<file path="src/rtl/ps2_pkg.sv">
// Shared constants and types for the PS/2 set-2 scan sequencer and its event FIFO.
package ps2_pkg;

    localparam logic [7:0] ScExt      = 8'hE0;
    localparam logic [7:0] ScBreak    = 8'hF0;
    localparam logic [7:0] ScPause    = 8'hE1;
    localparam logic [7:0] ScBatOk    = 8'hAA;
    localparam logic [7:0] ScAck      = 8'hFA;
    localparam logic [7:0] ScEcho     = 8'hEE;
    localparam logic [7:0] ScResend   = 8'hFE;
    localparam logic [7:0] ScBatFail  = 8'hFC;
    localparam logic [7:0] ScOverrun0 = 8'h00;
    localparam logic [7:0] ScOverrunF = 8'hFF;

    typedef logic [2:0] seq_state_t;

    localparam seq_state_t StIdle   = 3'd0;
    localparam seq_state_t StExt    = 3'd1;
    localparam seq_state_t StBrk    = 3'd2;
    localparam seq_state_t StExtBrk = 3'd3;
    localparam seq_state_t StSkip   = 3'd4;

    typedef struct packed {
        logic [7:0] code;
        logic       ext;
        logic       brk;
    } ps2_evt_t;

endpackage

</file>
<file path="src/rtl/ps2_evt_fifo.sv">
// Synchronous first-word fall-through FIFO of key events. When empty the output
// holds the most recently popped event.
module ps2_evt_fifo
    import ps2_pkg::*;
#(
    parameter int unsigned Depth = 4
) (
    input  logic     clk,
    input  logic     reset,
    input  logic     i_push,
    input  ps2_evt_t i_data,
    input  logic     i_pop,
    output ps2_evt_t o_data,
    output logic     o_full,
    output logic     o_empty
);
    localparam int unsigned PtrW = $clog2(Depth);
    localparam int unsigned CntW = PtrW + 1;
    localparam logic [CntW-1:0] CountFull = CntW'(Depth);

    ps2_evt_t            r_mem [Depth];
    ps2_evt_t            r_last;
    logic [PtrW-1:0]     r_wr_ptr;
    logic [PtrW-1:0]     r_rd_ptr;
    logic [CntW-1:0]     r_count;
    logic                w_do_push;
    logic                w_do_pop;

    assign o_full    = (r_count == CountFull);
    assign o_empty   = (r_count == '0);
    // A pop frees a slot in the same cycle, so a push into a full FIFO still fits.
    assign w_do_push = i_push && (!o_full || i_pop);
    assign w_do_pop  = i_pop && !o_empty;
    assign o_data    = o_empty ? r_last : r_mem[r_rd_ptr];

    always_ff @(posedge clk) begin
        if (w_do_push) begin
            r_mem[r_wr_ptr] <= i_data;
        end
    end

    always_ff @(posedge clk) begin
        if (reset) begin
            r_wr_ptr <= '0;
            r_rd_ptr <= '0;
            r_count  <= '0;
            r_last   <= '0;
        end else begin
            if (w_do_push) begin
                r_wr_ptr <= r_wr_ptr + PtrW'(1);
            end
            if (w_do_pop) begin
                r_rd_ptr <= r_rd_ptr + PtrW'(1);
                r_last   <= r_mem[r_rd_ptr];
            end
            if (w_do_push && !w_do_pop) begin
                r_count <= r_count + CntW'(1);
            end else if (!w_do_push && w_do_pop) begin
                r_count <= r_count - CntW'(1);
            end
        end
    end

endmodule

</file>
<file path="src/rtl/ps2_scan_sequencer.sv">
// Folds set-2 prefix sequences (E0, F0, E1 pause) into single key events, queues them,
// and flushes the receiver on frame errors or inter-byte timeouts.
module ps2_scan_sequencer
    import ps2_pkg::*;
#(
    parameter int unsigned FIFO_DEPTH     = 4,
    parameter int unsigned TIMEOUT_CYCLES = 50000,
    parameter int unsigned E1_SKIP        = 7
) (
    input  logic       clk,
    input  logic       reset,
    input  logic       byte_valid,
    input  logic [7:0] byte_data,
    input  logic       byte_err,
    output logic       rx_flush,
    output logic       evt_valid,
    input  logic       evt_ready,
    output logic [7:0] evt_code,
    output logic       evt_ext,
    output logic       evt_break,
    output logic       overflow,
    output logic [7:0] err_count
);
    localparam int unsigned TimerW = (TIMEOUT_CYCLES > 1) ? $clog2(TIMEOUT_CYCLES) : 1;
    localparam int unsigned SkipW  = $clog2(E1_SKIP + 1);
    localparam logic [TimerW-1:0] TimerLast = TimerW'(TIMEOUT_CYCLES - 1);
    localparam logic [SkipW-1:0]  SkipInit  = SkipW'(E1_SKIP);

    seq_state_t        r_state;
    seq_state_t        w_state_d;
    logic [SkipW-1:0]  r_skip;
    logic [SkipW-1:0]  w_skip_d;
    logic [TimerW-1:0] r_timer;
    logic [TimerW-1:0] w_timer_d;
    logic              r_flush;
    logic              w_flush_d;
    logic [7:0]        r_err_count;
    logic              w_err_inc;
    logic              r_overflow;
    logic              w_push;
    ps2_evt_t          w_push_evt;
    logic              w_pop;
    logic              w_full;
    logic              w_empty;
    ps2_evt_t          w_head;

    always_comb begin
        w_state_d  = r_state;
        w_skip_d   = r_skip;
        w_flush_d  = 1'b0;
        w_err_inc  = 1'b0;
        w_push     = 1'b0;
        w_push_evt = '0;
        if (byte_err) begin
            w_state_d = StIdle;
            w_flush_d = 1'b1;
            w_err_inc = 1'b1;
        end else if (byte_valid) begin
            case (r_state)
                StIdle: begin
                    case (byte_data)
                        ScExt:   w_state_d = StExt;
                        ScBreak: w_state_d = StBrk;
                        ScPause: begin
                            w_state_d = StSkip;
                            w_skip_d  = SkipInit;
                        end
                        ScBatOk, ScAck, ScEcho, ScResend, ScBatFail: begin
                        end
                        ScOverrun0, ScOverrunF: w_err_inc = 1'b1;
                        default: begin
                            w_push     = 1'b1;
                            w_push_evt = '{code: byte_data, ext: 1'b0, brk: 1'b0};
                        end
                    endcase
                end
                StExt: begin
                    if (byte_data == ScBreak) begin
                        w_state_d = StExtBrk;
                    end else if (byte_data != ScExt) begin
                        w_push     = 1'b1;
                        w_push_evt = '{code: byte_data, ext: 1'b1, brk: 1'b0};
                        w_state_d  = StIdle;
                    end
                end
                StBrk: begin
                    w_push     = 1'b1;
                    w_push_evt = '{code: byte_data, ext: 1'b0, brk: 1'b1};
                    w_state_d  = StIdle;
                end
                StExtBrk: begin
                    w_push     = 1'b1;
                    w_push_evt = '{code: byte_data, ext: 1'b1, brk: 1'b1};
                    w_state_d  = StIdle;
                end
                StSkip: begin
                    if (r_skip <= SkipW'(1)) begin
                        w_push     = 1'b1;
                        w_push_evt = '{code: ScPause, ext: 1'b0, brk: 1'b0};
                        w_state_d  = StIdle;
                    end else begin
                        w_skip_d = r_skip - SkipW'(1);
                    end
                end
                default: w_state_d = StIdle;
            endcase
        end else if (r_state != StIdle && r_timer == TimerLast) begin
            w_state_d = StIdle;
            w_flush_d = 1'b1;
            w_err_inc = 1'b1;
        end

        // Timer only advances while a sequence is open and no byte arrives.
        if (w_state_d == StIdle || byte_valid) begin
            w_timer_d = '0;
        end else begin
            w_timer_d = r_timer + TimerW'(1);
        end
    end

    always_ff @(posedge clk) begin
        if (reset) begin
            r_state     <= StIdle;
            r_skip      <= '0;
            r_timer     <= '0;
            r_flush     <= 1'b0;
            r_err_count <= '0;
            r_overflow  <= 1'b0;
        end else begin
            r_state <= w_state_d;
            r_skip  <= w_skip_d;
            r_timer <= w_timer_d;
            r_flush <= w_flush_d;
            if (w_err_inc && r_err_count != 8'hFF) begin
                r_err_count <= r_err_count + 8'd1;
            end
            if (w_push && w_full && !w_pop) begin
                r_overflow <= 1'b1;
            end
        end
    end

    ps2_evt_fifo #(
        .Depth (FIFO_DEPTH)
    ) u_fifo (
        .clk     (clk),
        .reset   (reset),
        .i_push  (w_push),
        .i_data  (w_push_evt),
        .i_pop   (w_pop),
        .o_data  (w_head),
        .o_full  (w_full),
        .o_empty (w_empty)
    );

    assign w_pop     = !w_empty && evt_ready;
    assign evt_valid = !w_empty;
    assign evt_code  = w_head.code;
    assign evt_ext   = w_head.ext;
    assign evt_break = w_head.brk;
    assign rx_flush  = r_flush;
    assign overflow  = r_overflow;
    assign err_count = r_err_count;

endmodule

</file>
<file path="config.mk">
export PLATFORM = sky130hd
export DESIGN_NAME = ps2_scan_sequencer
export DESIGN_NICKNAME = d
export VERILOG_FILES = /design/src/rtl/ps2_pkg.sv /design/src/rtl/ps2_evt_fifo.sv /design/src/rtl/ps2_scan_sequencer.sv
export SDC_FILE = /design/constraint.sdc
export NUM_CORES = 1
export LEC_CHECK = 0
export ABC_AREA = 1
export CORE_ASPECT_RATIO = 1.5
export CORE_UTILIZATION = 35
export CTS_BUF_LIST = sky130_fd_sc_hd__clkbuf_8
export DETAILED_ROUTE_END_ITERATION = 10
export GPL_TIMING_DRIVEN = 0
export PLACE_DENSITY = 0.57
export RECOVER_POWER = 50
export SKIP_CTS_REPAIR_TIMING = 1
export SYNTH_ARGS = -nofsm -noshare
export SYNTH_HDL_FRONTEND = slang
export SYNTH_HIERARCHICAL = 1
export SYNTH_SLANG_ARGS = --single-unit
export TNS_END_PERCENT = 100
</file>
<file path="constraint.sdc">
create_clock -name clk -period 3.12 [get_ports clk]
set_input_delay 0.624 -clock clk [delete_from_list [all_inputs] [get_ports clk]]
set_output_delay 0.624 -clock clk [all_outputs]
set_load 0.05 [all_outputs]
</file>
==> run_results.csv <==
group,metric,value,unit
critical_path,arrival,2.24,ns
critical_path,cp.required,2.50,ns
cts,clock-sinks,91,
grt,grt_pass1_vias,3788,
cts,cts_tree,"done",
drt,drt_iter0_markers,138,
timing,rsz0062_at_grt,"no",
critical_path,critical_path_class,"register to output pin",
grt,grt_pass1_wl,17500,um
drt,avgViaCountPerCell,4.55,
drt,ant_nets,0,
drt,wirelength,10400,um
grt,grt.total_usage,0.155,
drt,drc,2,
placement,hpwl,7780,um
run_status,violations,"design-rule violations",
critical_path,path_buf_inv,3,
placement,portBuffers,33,
pwr,leakage,2.47,nW
finish,area_growth,14.6,%
critical_path,cp_max_fo,11,
logic_synthesis,synth_cell_types,39,
floorplan,dieHeight,146,um
floorplan,die_w,98,um
floorplan,core,0.0135,sq mm
logic_synthesis,synth_nets,647,
placement,dp.cells,819,
critical_path,slowest_delay,0.80,ns
placement,gp_congestion,0.821,
pwr,p_total,3.85,mW
timing,max_slew_margin,0.366,
critical_path,cp_common_cell,"nand2_1",
timing,fmax,0.349,GHz
timing,finalMaxSlewViolations,0,
logic_synthesis,synth-seq-cells,91,
floorplan,start_util,0.359,
logic_synthesis,ys.flop_type,"dfxtp_1",
drt,routed-via-count,3802,
floorplan,fp.dieArea,0.0143,sq mm
critical_path,crit_path_start_kind,"register",
critical_path,path_delay_family,"buffers and inverters",
timing,finalHoldViolations,0,
logic_synthesis,yosysSeqAreaShare,0.459,
grt,antenna_found_initial,1,
cts,htree_levels,3,
cts,cts_root_buffer,"clkbuf_8",
cts,cts.clk_slew.worst_paths,0.09,ns
floorplan,num_rows,52,
logic_synthesis,ys_warn_count,6,
timing,tightest_slew,0.948,ns
finish,layoutNonFillerInstCount,836,
grt,grt_max_degree,15,
worst_hold_path,min_path_type,"register to register",
timing,setup_viol,0,
cts,clock_latency,0.37,ns
logic_synthesis,synth-edff-count,40,
timing,fin_worst_skew,0.00970,ns
flow_run,cap_viol_max_count,0,
logic_synthesis,async_flop_share,0,
pwr,pwr_density_cell,695,mW/mm^2
drt,dr.pass1.iters,8,
logic_synthesis,avgSynthCellArea,7.75,sq um
logic_synthesis,syn_inst,624,
drt,routedWlPerCell,12.4,um
critical_path,cp_cell_sequence,"nor2_1, nand2_2, inv_1, buf_4, nand2_1, nand2_1, clkdlybuf4s50_1",
pwr,ir_worst_vdd,0.000337,V
floorplan,io_pins,34,
timing,finalCritPeriodShare,0.918,
finish,layout.nets,691,
finish,drive_gt1_frac,0.117,
critical_path,crit_path_end_kind,"output pin",
cts,ctsLongestPathBuffers,2,
critical_path,critPathSlowestCell,"clkdlybuf4s50_1",
grt,overflow,0,
cts,cts_buffers,9,
logic_synthesis,syn_area,0.00484,sq mm
timing,period_minus_slack,2.87,ns
run_status,status,"finished with violations",
## cell type report
type                            instances  area (sq um)
Buffer                                 14          86.3
Clock inverter                          7          80.1
Fill cell                            1410          7920
Sequential cell                        91          2220
Tap cell                              162           203
Clock buffer                            9           124
Timing Repair Buffer                   33           335
Antenna cell                            1          2.50
Inverter                              118           449
Multi-Input combinational cell        401          2040
## state kept, by name, indices dropped and copies added, names as in the netlist, named ones only
register / cells
r_skip: 3
rx_flush: 1
r_state: 3
u_fifo/r_mem: 40
err_count: 8
u_fifo/r_rd_ptr: 2
u_fifo/r_wr_ptr: 2
overflow: 1
u_fifo/r_last: 10
u_fifo/r_count: 3
r_timer: 16
## synthesized netlist by cell type (5+ instances only)
master,count,area share
a21oi_1,16,0.017
buf_2,7,0.0072
dfxtp_1,51,0.21
edfxtp_1,40,0.25
ha_1,9,0.023
inv_1,108,0.084
inv_2,7,0.0054
nand2_1,163,0.13
nand2_2,6,0.0078
nand3_1,43,0.044
nand3_2,8,0.017
nand4_1,7,0.0091
nor2_1,75,0.058
nor2_2,18,0.023
nor2_4,5,0.012
nor3_1,5,0.0052
xor2_1,16,0.029
## cell families (layout without fill, tap and decap cells)
kind of cell / count (synthesis) / after routing / share of synthesized area
simple gates: 341 / 341 / 0.323
compound gates: 30 / 30 / 0.0393
flops: 91 / 91 / 0.459
buf+inv: 132 / 181 / 0.115
fa+ha+maj: 10 / 10 / 0.0274
xor+xnor: 20 / 20 / 0.0362
other cells: 0 / 1 / 0
## metrics by stage
step / setup TNS (ns) / util / setup slack [ns] / hold WS, ns / instance area [sq um]
5_1_grt: 0 / 0.412 / 0.0562 / 0.514 / 5540
3_3_place_gp: -24.24 / 0.399 / -0.595 / 0.443 / 5370
6_report: 0 / 0.412 / 0.254 / 0.457 / 5540
2_1_floorplan: 0 / - / 0.506 / 0.429 / 4840
4_1_cts: -10.07 / 0.414 / -0.302 / 0.461 / 5580
3_5_place_dp: -26.94 / 0.399 / -0.696 / 0.448 / 5370
## worst reg2reg max path, stage by stage, from the launching register on
cell	delay (ns)
dfxtp_1	0.32
inv_1	0.10
ha_1	0.14
o21bai_1	0.10
nand3_1	0.13
nor2_1	0.20
nor2_1	0.08
nand3_1	0.13
nand2_2	0.13
inv_4	0.10
nand2_2	0.10
nor2_1	0.74
## path summary, 6_finish.rpt
path	start	endpoint	depth (start not counted)	slack, ns
worst min-delay path	overflow	overflow	2	0.46
worst max-delay path	u_fifo/r_count[0]	evt_code[6]	7	0.25
worst min register to register	overflow	overflow	2	0.46
worst max register to register	r_skip[1]	u_fifo/r_mem[3][3]	11	0.46
## power breakdown
part,internal [mW],total (mW),switching (mW),leakage [nW]
combinational,0.487,1.55,1.06,1.57
clock,0.439,0.847,0.408,0.118
sequential,1.38,1.46,0.0719,0.788
## cell usage in the layout, fill, tap and decap left out, types with 2 or more instances in the layout
master,n
nand3_1,44
clkbuf_1,5
xor2_1,16
dlymetal6s2s_1,7
o21ai_2,2
a211oi_1,3
inv_1,111
buf_2,7
inv_2,7
nor2_4,5
a21oi_1,16
nor2_1,74
xnor2_1,4
bufinv_16,2
clkbuf_8,9
nand4_1,7
nand3_2,7
buf_6,2
clkdlybuf4s50_1,23
o21ai_0,3
nand2_1,163
nor2_2,19
o21bai_1,3
ha_1,9
nand2_2,9
edfxtp_1,40
nor3_1,5
nor4_1,3
inv_4,2
dfxtp_1,51
nor3_2,2
## routing by layer
| metal | part of all wire | track usage | wire length, um | vias up |
|---|---|---|---|---|
| met3 | 0.027 | 0.0279 | 276 | 19 |
| li1 | - | - | - | 2006 |
| met2 | 0.54 | 0.292 | 5550 | 49 |
| met1 | 0.42 | 0.165 | 4330 | 1728 |
| met5 | 0 | 0 | 0 | - |
| met4 | 0.020 | 0.0727 | 212 | 0 |
(Power assumes the default switching activity.)
